### config.mk
export PLATFORM = sky130hd
export DESIGN_NAME = calc_ng
export DESIGN_NICKNAME = d
export VERILOG_FILES = /design/src/rtl/calc_ng_pkg.sv /design/src/rtl/calc_ng_chan_fifo.sv /design/src/rtl/calc_ng.sv
export SDC_FILE = /design/constraint.sdc
export NUM_CORES = 2
export LEC_CHECK = 0
export ABC_AREA = 1
export CAP_MARGIN = 20
export CORE_AREA = 2 2 426 428
export DETAILED_ROUTE_END_ITERATION = 10
export DIE_AREA = 0 0 428 430
export PLACE_DENSITY = 0.6
export SYNTH_ARGS = -nofsm -noshare
export SYNTH_HDL_FRONTEND = slang
export SYNTH_SLANG_ARGS = --single-unit
### constraint.sdc
create_clock -name c_clk -period 5.1 [get_ports c_clk]
set_clock_uncertainty 0.1 [all_clocks]
set_input_delay 0.765 -clock c_clk [delete_from_list [all_inputs] [get_ports c_clk]]
set_output_delay 0.765 -clock c_clk [all_outputs]
set_load 0.1 [all_outputs]
### src/rtl/calc_ng_pkg.sv
// calc_ng_pkg: command/response codes and request entry types shared by the
// calc_ng core and its per-channel capture FIFOs.
package calc_ng_pkg;

  typedef logic [3:0] cmd_t;
  typedef logic [1:0] resp_t;

  localparam cmd_t CMD_NOP = 4'd0;
  localparam cmd_t CMD_ADD = 4'd1;
  localparam cmd_t CMD_SUB = 4'd2;
  localparam cmd_t CMD_SHL = 4'd5;
  localparam cmd_t CMD_SHR = 4'd6;

  localparam resp_t RESP_NONE = 2'd0;
  localparam resp_t RESP_OK   = 2'd1;
  localparam resp_t RESP_ERR  = 2'd2;

  localparam int MAX_DATA_W = 64;

  // Widest request entry; each channel FIFO stores the same layout narrowed to DATA_W.
  typedef struct packed {
    cmd_t                  cmd;
    logic [MAX_DATA_W-1:0] op1;
    logic [MAX_DATA_W-1:0] op2;
  } req_entry_t;

  typedef enum logic {
    CAP_IDLE = 1'b0,
    CAP_OP2  = 1'b1
  } cap_state_t;

endpackage

### src/rtl/calc_ng_chan_fifo.sv
// calc_ng_chan_fifo: two-cycle request capture FSM plus request FIFO for one
// channel. busy covers both queued entries and a half-captured request so an
// accepted command always has a slot waiting for its second operand.
module calc_ng_chan_fifo
  import calc_ng_pkg::*;
#(
  parameter int DATA_W     = 32,
  parameter int FIFO_DEPTH = 4
) (
  input  logic              c_clk,
  input  logic              reset,
  input  cmd_t              cmd,
  input  logic [DATA_W-1:0] data,
  input  logic              pop,
  output logic              busy,
  output logic              empty,
  output cmd_t              head_cmd,
  output logic [DATA_W-1:0] head_op1,
  output logic [DATA_W-1:0] head_op2
);

  localparam int PTR_W = (FIFO_DEPTH > 1) ? $clog2(FIFO_DEPTH) : 1;
  localparam int CNT_W = PTR_W + 1;

  typedef struct packed {
    cmd_t              cmd;
    logic [DATA_W-1:0] op1;
    logic [DATA_W-1:0] op2;
  } entry_t;

  cap_state_t        state, state_nxt;
  cmd_t              cmd_q;
  logic [DATA_W-1:0] op1_q;
  entry_t            mem [FIFO_DEPTH];
  logic [PTR_W-1:0]  wr_ptr, rd_ptr;
  logic [CNT_W-1:0]  count, occ;
  logic              accept, push;

  assign occ    = count + {{(CNT_W-1){1'b0}}, (state == CAP_OP2)};
  assign busy   = (occ >= CNT_W'(FIFO_DEPTH));
  assign empty  = (count == '0);
  assign accept = (state == CAP_IDLE) && (cmd != CMD_NOP) && !busy;
  assign push   = (state == CAP_OP2);

  assign head_cmd = mem[rd_ptr].cmd;
  assign head_op1 = mem[rd_ptr].op1;
  assign head_op2 = mem[rd_ptr].op2;

  // Capture FSM next state: first operand in IDLE, second operand in OP2.
  always_comb begin
    state_nxt = state;
    case (state)
      CAP_IDLE: if (accept) state_nxt = CAP_OP2;
      CAP_OP2:  state_nxt = CAP_IDLE;
      default:  state_nxt = CAP_IDLE;
    endcase
  end

  // Capture FSM state register.
  always_ff @(posedge c_clk or negedge reset) begin
    if (!reset) state <= CAP_IDLE;
    else        state <= state_nxt;
  end

  // Operand latches and FIFO storage; contents are don't-care while empty.
  always_ff @(posedge c_clk) begin
    if (accept) begin
      cmd_q <= cmd;
      op1_q <= data;
    end
    if (push) mem[wr_ptr] <= '{cmd: cmd_q, op1: op1_q, op2: data};
  end

  // FIFO pointers and occupancy; simultaneous push and pop leave count unchanged.
  always_ff @(posedge c_clk or negedge reset) begin
    if (!reset) begin
      wr_ptr <= '0;
      rd_ptr <= '0;
      count  <= '0;
    end else begin
      if (push) wr_ptr <= wr_ptr + 1'b1;
      if (pop)  rd_ptr <= rd_ptr + 1'b1;
      case ({push, pop})
        2'b10:   count <= count + 1'b1;
        2'b01:   count <= count - 1'b1;
        default: count <= count;
      endcase
    end
  end

endmodule

### src/rtl/calc_ng.sv
// calc_ng: NUM_CH request channels, each with a capture FIFO, sharing one
// combinational ALU behind an arbiter. Define CALC_NG_RR_ARB_EN for
// round-robin arbitration; otherwise fixed priority with channel 0 highest.
module calc_ng
  import calc_ng_pkg::*;
#(
  parameter int NUM_CH     = 4,
  parameter int DATA_W     = 32,
  parameter int FIFO_DEPTH = 4
) (
  input  logic                     c_clk,
  input  logic                     reset,
  input  logic [NUM_CH*4-1:0]      req_cmd_in,
  input  logic [NUM_CH*DATA_W-1:0] req_data_in,
  output logic [NUM_CH-1:0]        req_busy,
  output logic [NUM_CH*2-1:0]      out_resp,
  output logic [NUM_CH*DATA_W-1:0] out_data
);

  localparam int SH_W = $clog2(DATA_W);
  localparam int CH_W = (NUM_CH > 1) ? $clog2(NUM_CH) : 1;

  typedef struct packed {
    resp_t             resp;
    logic [DATA_W-1:0] data;
  } alu_res_t;

  // Unsigned ALU; overflow, underflow and unknown commands answer ERR with zero data.
  function automatic alu_res_t alu_eval(input cmd_t cmd, input logic [DATA_W-1:0] a,
                                        input logic [DATA_W-1:0] b);
    alu_res_t          res;
    logic [DATA_W:0]   sum;
    res = '{resp: RESP_ERR, data: '0};
    sum = {1'b0, a} + {1'b0, b};
    case (cmd)
      CMD_ADD: if (!sum[DATA_W]) res = '{resp: RESP_OK, data: sum[DATA_W-1:0]};
      CMD_SUB: if (b <= a) res = '{resp: RESP_OK, data: a - b};
      CMD_SHL: res = '{resp: RESP_OK, data: a << b[SH_W-1:0]};
      CMD_SHR: res = '{resp: RESP_OK, data: a >> b[SH_W-1:0]};
      default: res = '{resp: RESP_ERR, data: '0};
    endcase
    return res;
  endfunction

  logic [NUM_CH-1:0] empty, pop;
  cmd_t              head_cmd [NUM_CH];
  logic [DATA_W-1:0] head_op1 [NUM_CH];
  logic [DATA_W-1:0] head_op2 [NUM_CH];
  resp_t             resp_p1  [NUM_CH];
  logic [DATA_W-1:0] data_p1  [NUM_CH];
  logic              vld_p0;
  logic [CH_W-1:0]   sel_p0;
  alu_res_t          res_p0;

  for (genvar g = 0; g < NUM_CH; g++) begin : g_ch
    calc_ng_chan_fifo #(
      .DATA_W     (DATA_W),
      .FIFO_DEPTH (FIFO_DEPTH)
    ) u_fifo (
      .c_clk    (c_clk),
      .reset    (reset),
      .cmd      (req_cmd_in[g*4 +: 4]),
      .data     (req_data_in[g*DATA_W +: DATA_W]),
      .pop      (pop[g]),
      .busy     (req_busy[g]),
      .empty    (empty[g]),
      .head_cmd (head_cmd[g]),
      .head_op1 (head_op1[g]),
      .head_op2 (head_op2[g])
    );
    assign out_resp[g*2 +: 2]           = resp_p1[g];
    assign out_data[g*DATA_W +: DATA_W] = data_p1[g];
  end

`ifdef CALC_NG_RR_ARB_EN
  logic [CH_W-1:0] rr_ptr;

  // Round-robin pick: first non-empty channel at or after the pointer.
  always_comb begin
    vld_p0 = 1'b0;
    sel_p0 = '0;
    for (int k = 0; k < NUM_CH; k++) begin
      if (!vld_p0 && !empty[(int'(rr_ptr) + k) % NUM_CH]) begin
        vld_p0 = 1'b1;
        sel_p0 = CH_W'((int'(rr_ptr) + k) % NUM_CH);
      end
    end
  end

  // Pointer advances to the channel after the one just served.
  always_ff @(posedge c_clk or negedge reset) begin
    if (!reset)      rr_ptr <= '0;
    else if (vld_p0) rr_ptr <= (int'(sel_p0) == NUM_CH - 1) ? '0 : sel_p0 + 1'b1;
  end
`else
  // Fixed-priority pick: lowest-numbered non-empty channel wins.
  always_comb begin
    vld_p0 = 1'b0;
    sel_p0 = '0;
    for (int k = 0; k < NUM_CH; k++) begin
      if (!vld_p0 && !empty[k]) begin
        vld_p0 = 1'b1;
        sel_p0 = CH_W'(k);
      end
    end
  end
`endif

  // Pop the selected FIFO head and evaluate it in the same cycle.
  always_comb begin
    for (int k = 0; k < NUM_CH; k++) pop[k] = vld_p0 && (sel_p0 == CH_W'(k));
    res_p0 = alu_eval(head_cmd[sel_p0], head_op1[sel_p0], head_op2[sel_p0]);
  end

  // ---- stage p0 -> p1: result register; resp pulses one cycle, data holds ----
  always_ff @(posedge c_clk or negedge reset) begin
    if (!reset) begin
      for (int k = 0; k < NUM_CH; k++) begin
        resp_p1[k] <= RESP_NONE;
        data_p1[k] <= '0;
      end
    end else begin
      for (int k = 0; k < NUM_CH; k++) begin
        resp_p1[k] <= pop[k] ? res_p0.resp : RESP_NONE;
        if (pop[k]) data_p1[k] <= res_p0.data;
      end
    end
  end

endmodule

==> metrics.md <==
| Metric | Value |
|---|---|
| Post-Syn Area | `62350 um2` |
| Status | `completed` |
| Clk root buf | `clkbuf_16` |
| Initial DRC count | `5120` |
| Final setup TNS | `0 ns` |
| Top FF cell, synth | `edfxtp_1` |
| DR vias | `46890` |
| Syn Nets | `6194` |
| Setup violations, final | `0` |
| Vias in the first global route | `44500` |
| Worst setup EP type | `flip-flop` |
| Worst slew pin tran | `1.146 ns` |
| Starting density of the core | `0.3469` |
| Number of synthesized flops with an enable pin | `1232` |
| Critical R2R Capture | `out_data[95]$_DFFE_PN0P_` |
| Req. time, crit path | `5.69 ns` |
| Period Utilization, post-route | `0.9632` |
| FF-to-FF path depth | `24` |
| Die X | `428 um` |
| Min-Delay Path Depth | `2` |
| FFs w/ async S/R, synth | `0.1200` |
| Dpl cells | `8714` |
| CP arrival | `5.50 ns` |
| # rows | `156` |
| Clock transition at the registers of the reported paths | `0.06 ns` |
| Via density | `5.207` |
| Post-synthesis sequential area ratio | `0.6607` |
| Placer Congestion | `0.9928` |
| Multi-input gate area | `18810 um2` |
| Final hold violations | `0` |
| Mapped Cells | `5957` |
| Min-Delay Endpoint | `out_data[9]$_DFFE_PN0P_` |
| Min-delay src | `out_data[9]$_DFFE_PN0P_` |
| Die Y | `430 um` |
| Die area | `184000 um2` |
| Layout Cells excl Fill | `9005` |
| Yosys top cell area share | `0.5933` |
| Synth warn | `0` |
| Worst hold path type | `flip-flop to flip-flop` |
| NumNets Final | `6747` |
| PortBufs | `285` |
| First-pass GRT wire length | `310900 um` |
| Total Wirelength | `215700 um` |
| Util after Layout | `0.4216` |
| Top-count cell post-synth | `nand2_1` |
| Post-synth top area cell | `edfxtp_1` |
| DRT antenna net count | `0` |
| Reg-to-reg startpoint | `g_ch[3].u_fifo.rd_ptr[0]$_DFFE_PN0P_` |
| Gr ovfl total | `0` |
| H-tree depth | `4` |
| # fillers | `16960` |
| Largest net degree at the start of global routing | `140` |
| Post-synth cell types | `54` |
| Most frequent cells after synthesis | `1689 x nand2_1, 1232 x edfxtp_1, 741 x nand3_1` |
| Total clock sinks | `1400` |
| Syn Area/Cell | `10.47 um2` |
| Clock period minus worst slack | `4.912 ns` |
| Fmax | `203.6 MHz` |
| Total area of sequential cells | `41220 um2` |
| Critical path startpoint category | `flip-flop` |
| CTS tree | `built` |
| Area growth, synth to finish | `21.55%` |
| Type of the worst setup path | `flip-flop to flip-flop` |
| Reg2reg setup slack | `0.19 ns` |
| Top cells by area, synth | `edfxtp_1 59%, nand2_1 10%, dfrtp_1 6.7%` |
| Synth Register Bits | `1400` |
| Clk Latency, worst-skew pair | `0.81 ns` |
| Rel. slew slack | `0.2336` |
| WHS | `0.3754 ns` |
| DRT Pass-1 Iters | `6` |
| Initial antenna violation count | `20` |
| Core ar. | `179800 um2` |
| GRT Resource Usage Total | `0.2298` |
| Wire per inst | `23.95 um` |
| Worst-path fanout max | `139` |
| IO Pins | `286` |
| # DRC | `0` |
| MaxCap Viol Count | `0` |
| HPWL after DPL | `154500 um` |
| Max-slew violation count | `0` |
| Clock tree buffer depth | `3` |
| CTS Buf Count | `150` |
| Share of layout cells above drive strength 1 | `0.1231` |
==> worst max path at each step <==
stage                               end  cells past startpoint                                  from
2_1_floorplan  out_data[81]$_DFFE_PN0P_                     24  g_ch[0].u_fifo.rd_ptr[1]$_DFFE_PN0P_
3_3_place_gp   out_data[52]$_DFFE_PN0P_                     22  g_ch[2].u_fifo.rd_ptr[1]$_DFFE_PN0P_
3_5_place_dp   out_data[52]$_DFFE_PN0P_                     22  g_ch[2].u_fifo.rd_ptr[1]$_DFFE_PN0P_
4_1_cts        out_data[52]$_DFFE_PN0P_                     27   g_ch[1].u_fifo.count[1]$_DFFE_PN0P_
5_1_grt        out_data[95]$_DFFE_PN0P_                     32   g_ch[2].u_fifo.count[1]$_DFFE_PN0P_
6_report       out_data[95]$_DFFE_PN0P_                     24  g_ch[3].u_fifo.rd_ptr[0]$_DFFE_PN0P_
==> flip-flops by register name, summed over array words and instances (netlist names) <==
signal / count
g_ch.u_fifo.mem: 1088
out_resp: 8
g_ch.u_fifo.push: 4
g_ch.u_fifo.op1_q: 128
g_ch.u_fifo.cmd_q: 16
g_ch.u_fifo.count: 12
out_data: 128
g_ch.u_fifo.rd_ptr: 8
g_ch.u_fifo.wr_ptr: 8
==> per-layer routing <==
| metal | track usage | vias to the layer above | part of all wire |
|---|---|---|---|
| met5 | 0 | - | 0.00059 |
| met4 | 0.1113 | 18 | 0.053 |
| met3 | 0.03852 | 363 | 0.069 |
| met2 | 0.3612 | 1881 | 0.46 |
| met1 | 0.3092 | 22950 | 0.42 |
| li1 | - | 21680 | - |
==> logic make-up (layout without fill, tap and decap cells) <==
family                     after synthesis  in the layout  synth area share
and+or+nand+nor                       3035           3035            0.2029
DFF                                   1400           1400            0.6607
AOI/OAI and AO/OA                      715            715           0.06553
buffers and inverters                  655           1328           0.04324
adders and majority gates               91             91           0.01898
xor gates and xnor gates                61             61          0.008568
other                                    0              5                 0
==> final cells by class <==
type / count / share of cell area
clock inverter: 86 / 0.01139
clock buffer: 186 / 0.05240
tap: 2370 / 0.03912
antenna: 5 / 0.0001651
inverter: 329 / 0.01649
timing repair buffer: 727 / 0.08837
sequential: 1400 / 0.5438
multi-input combinational: 3902 / 0.2482
==> through the flow <==
step | cell area [um2] | setup WS [ns]
CTS | 75370 | 0.006008
detailed placement | 70460 | -0.3079
global route | 75780 | -0.02930
global placement | 70440 | -0.2348
finish | 75790 | 0.1877
floorplan | 62350 | 0.8014
==> layout by cell type, fill, tap and decap left out, types with 8 or more instances in the layout <==
master and instances:
o22ai_1 31, clkdlybuf4s50_1 284, o221ai_1 34, buf_4 394, a21o_1 9, nand3_2 12, bufinv_16 8, nor3_2 9
o221ai_2 8, a31oi_1 11, o211ai_1 9, clkbuf_16 153, a22oi_1 42, clkbuf_1 30, dfrtp_1 160, inv_2 33
nor2_2 14, nand2_2 24, xor2_1 54, buf_6 9, inv_1 289, a32oi_1 10, edfxtp_1 1232, nand4_1 28
clkinv_1 32, nor3_1 11, o21ai_1 27, o21ai_0 257, buf_12 38, ha_1 77, a21oi_1 227, nand3_1 734
nor2_1 494, clkinv_2 23, nand2_1 1672, ha_2 8, o21bai_1 16
==> what timing repair did <==
action,in CTS,in global routing
endpoints found under the hold margin,69,0
resized for setup,15,84
pin swaps,0,8
hold buffers,1,0
buffers inserted,0,11
setup endpoints to repair,136,136
cloned,0,1
==> critical path: stages, from the launching register on <==
cell and delay (ns):
dfrtp_4 0.51, buf_12 0.26, or2_2 0.40, nand2_1 0.07, o21ai_0 0.11, buf_4 0.18
o21ai_1 0.22, inv_1 0.09, nand2_1 0.09, inv_1 0.08, ha_2 0.50, o21ai_0 0.18
a21oi_1 0.26, o211ai_1 0.17, nand2_1 0.09, nand3b_1 0.18, buf_4 0.20, buf_4 0.13
nand3_1 0.13, nor2_1 0.06, nor2_1 0.12, nand4_1 0.19, buf_4 0.21, nand2_1 0.06
nand2_1 0.06
Power is left out: the tool's default activity adds up to more than one toggle a clock period on the data nets, which glitch-free logic cannot reach.
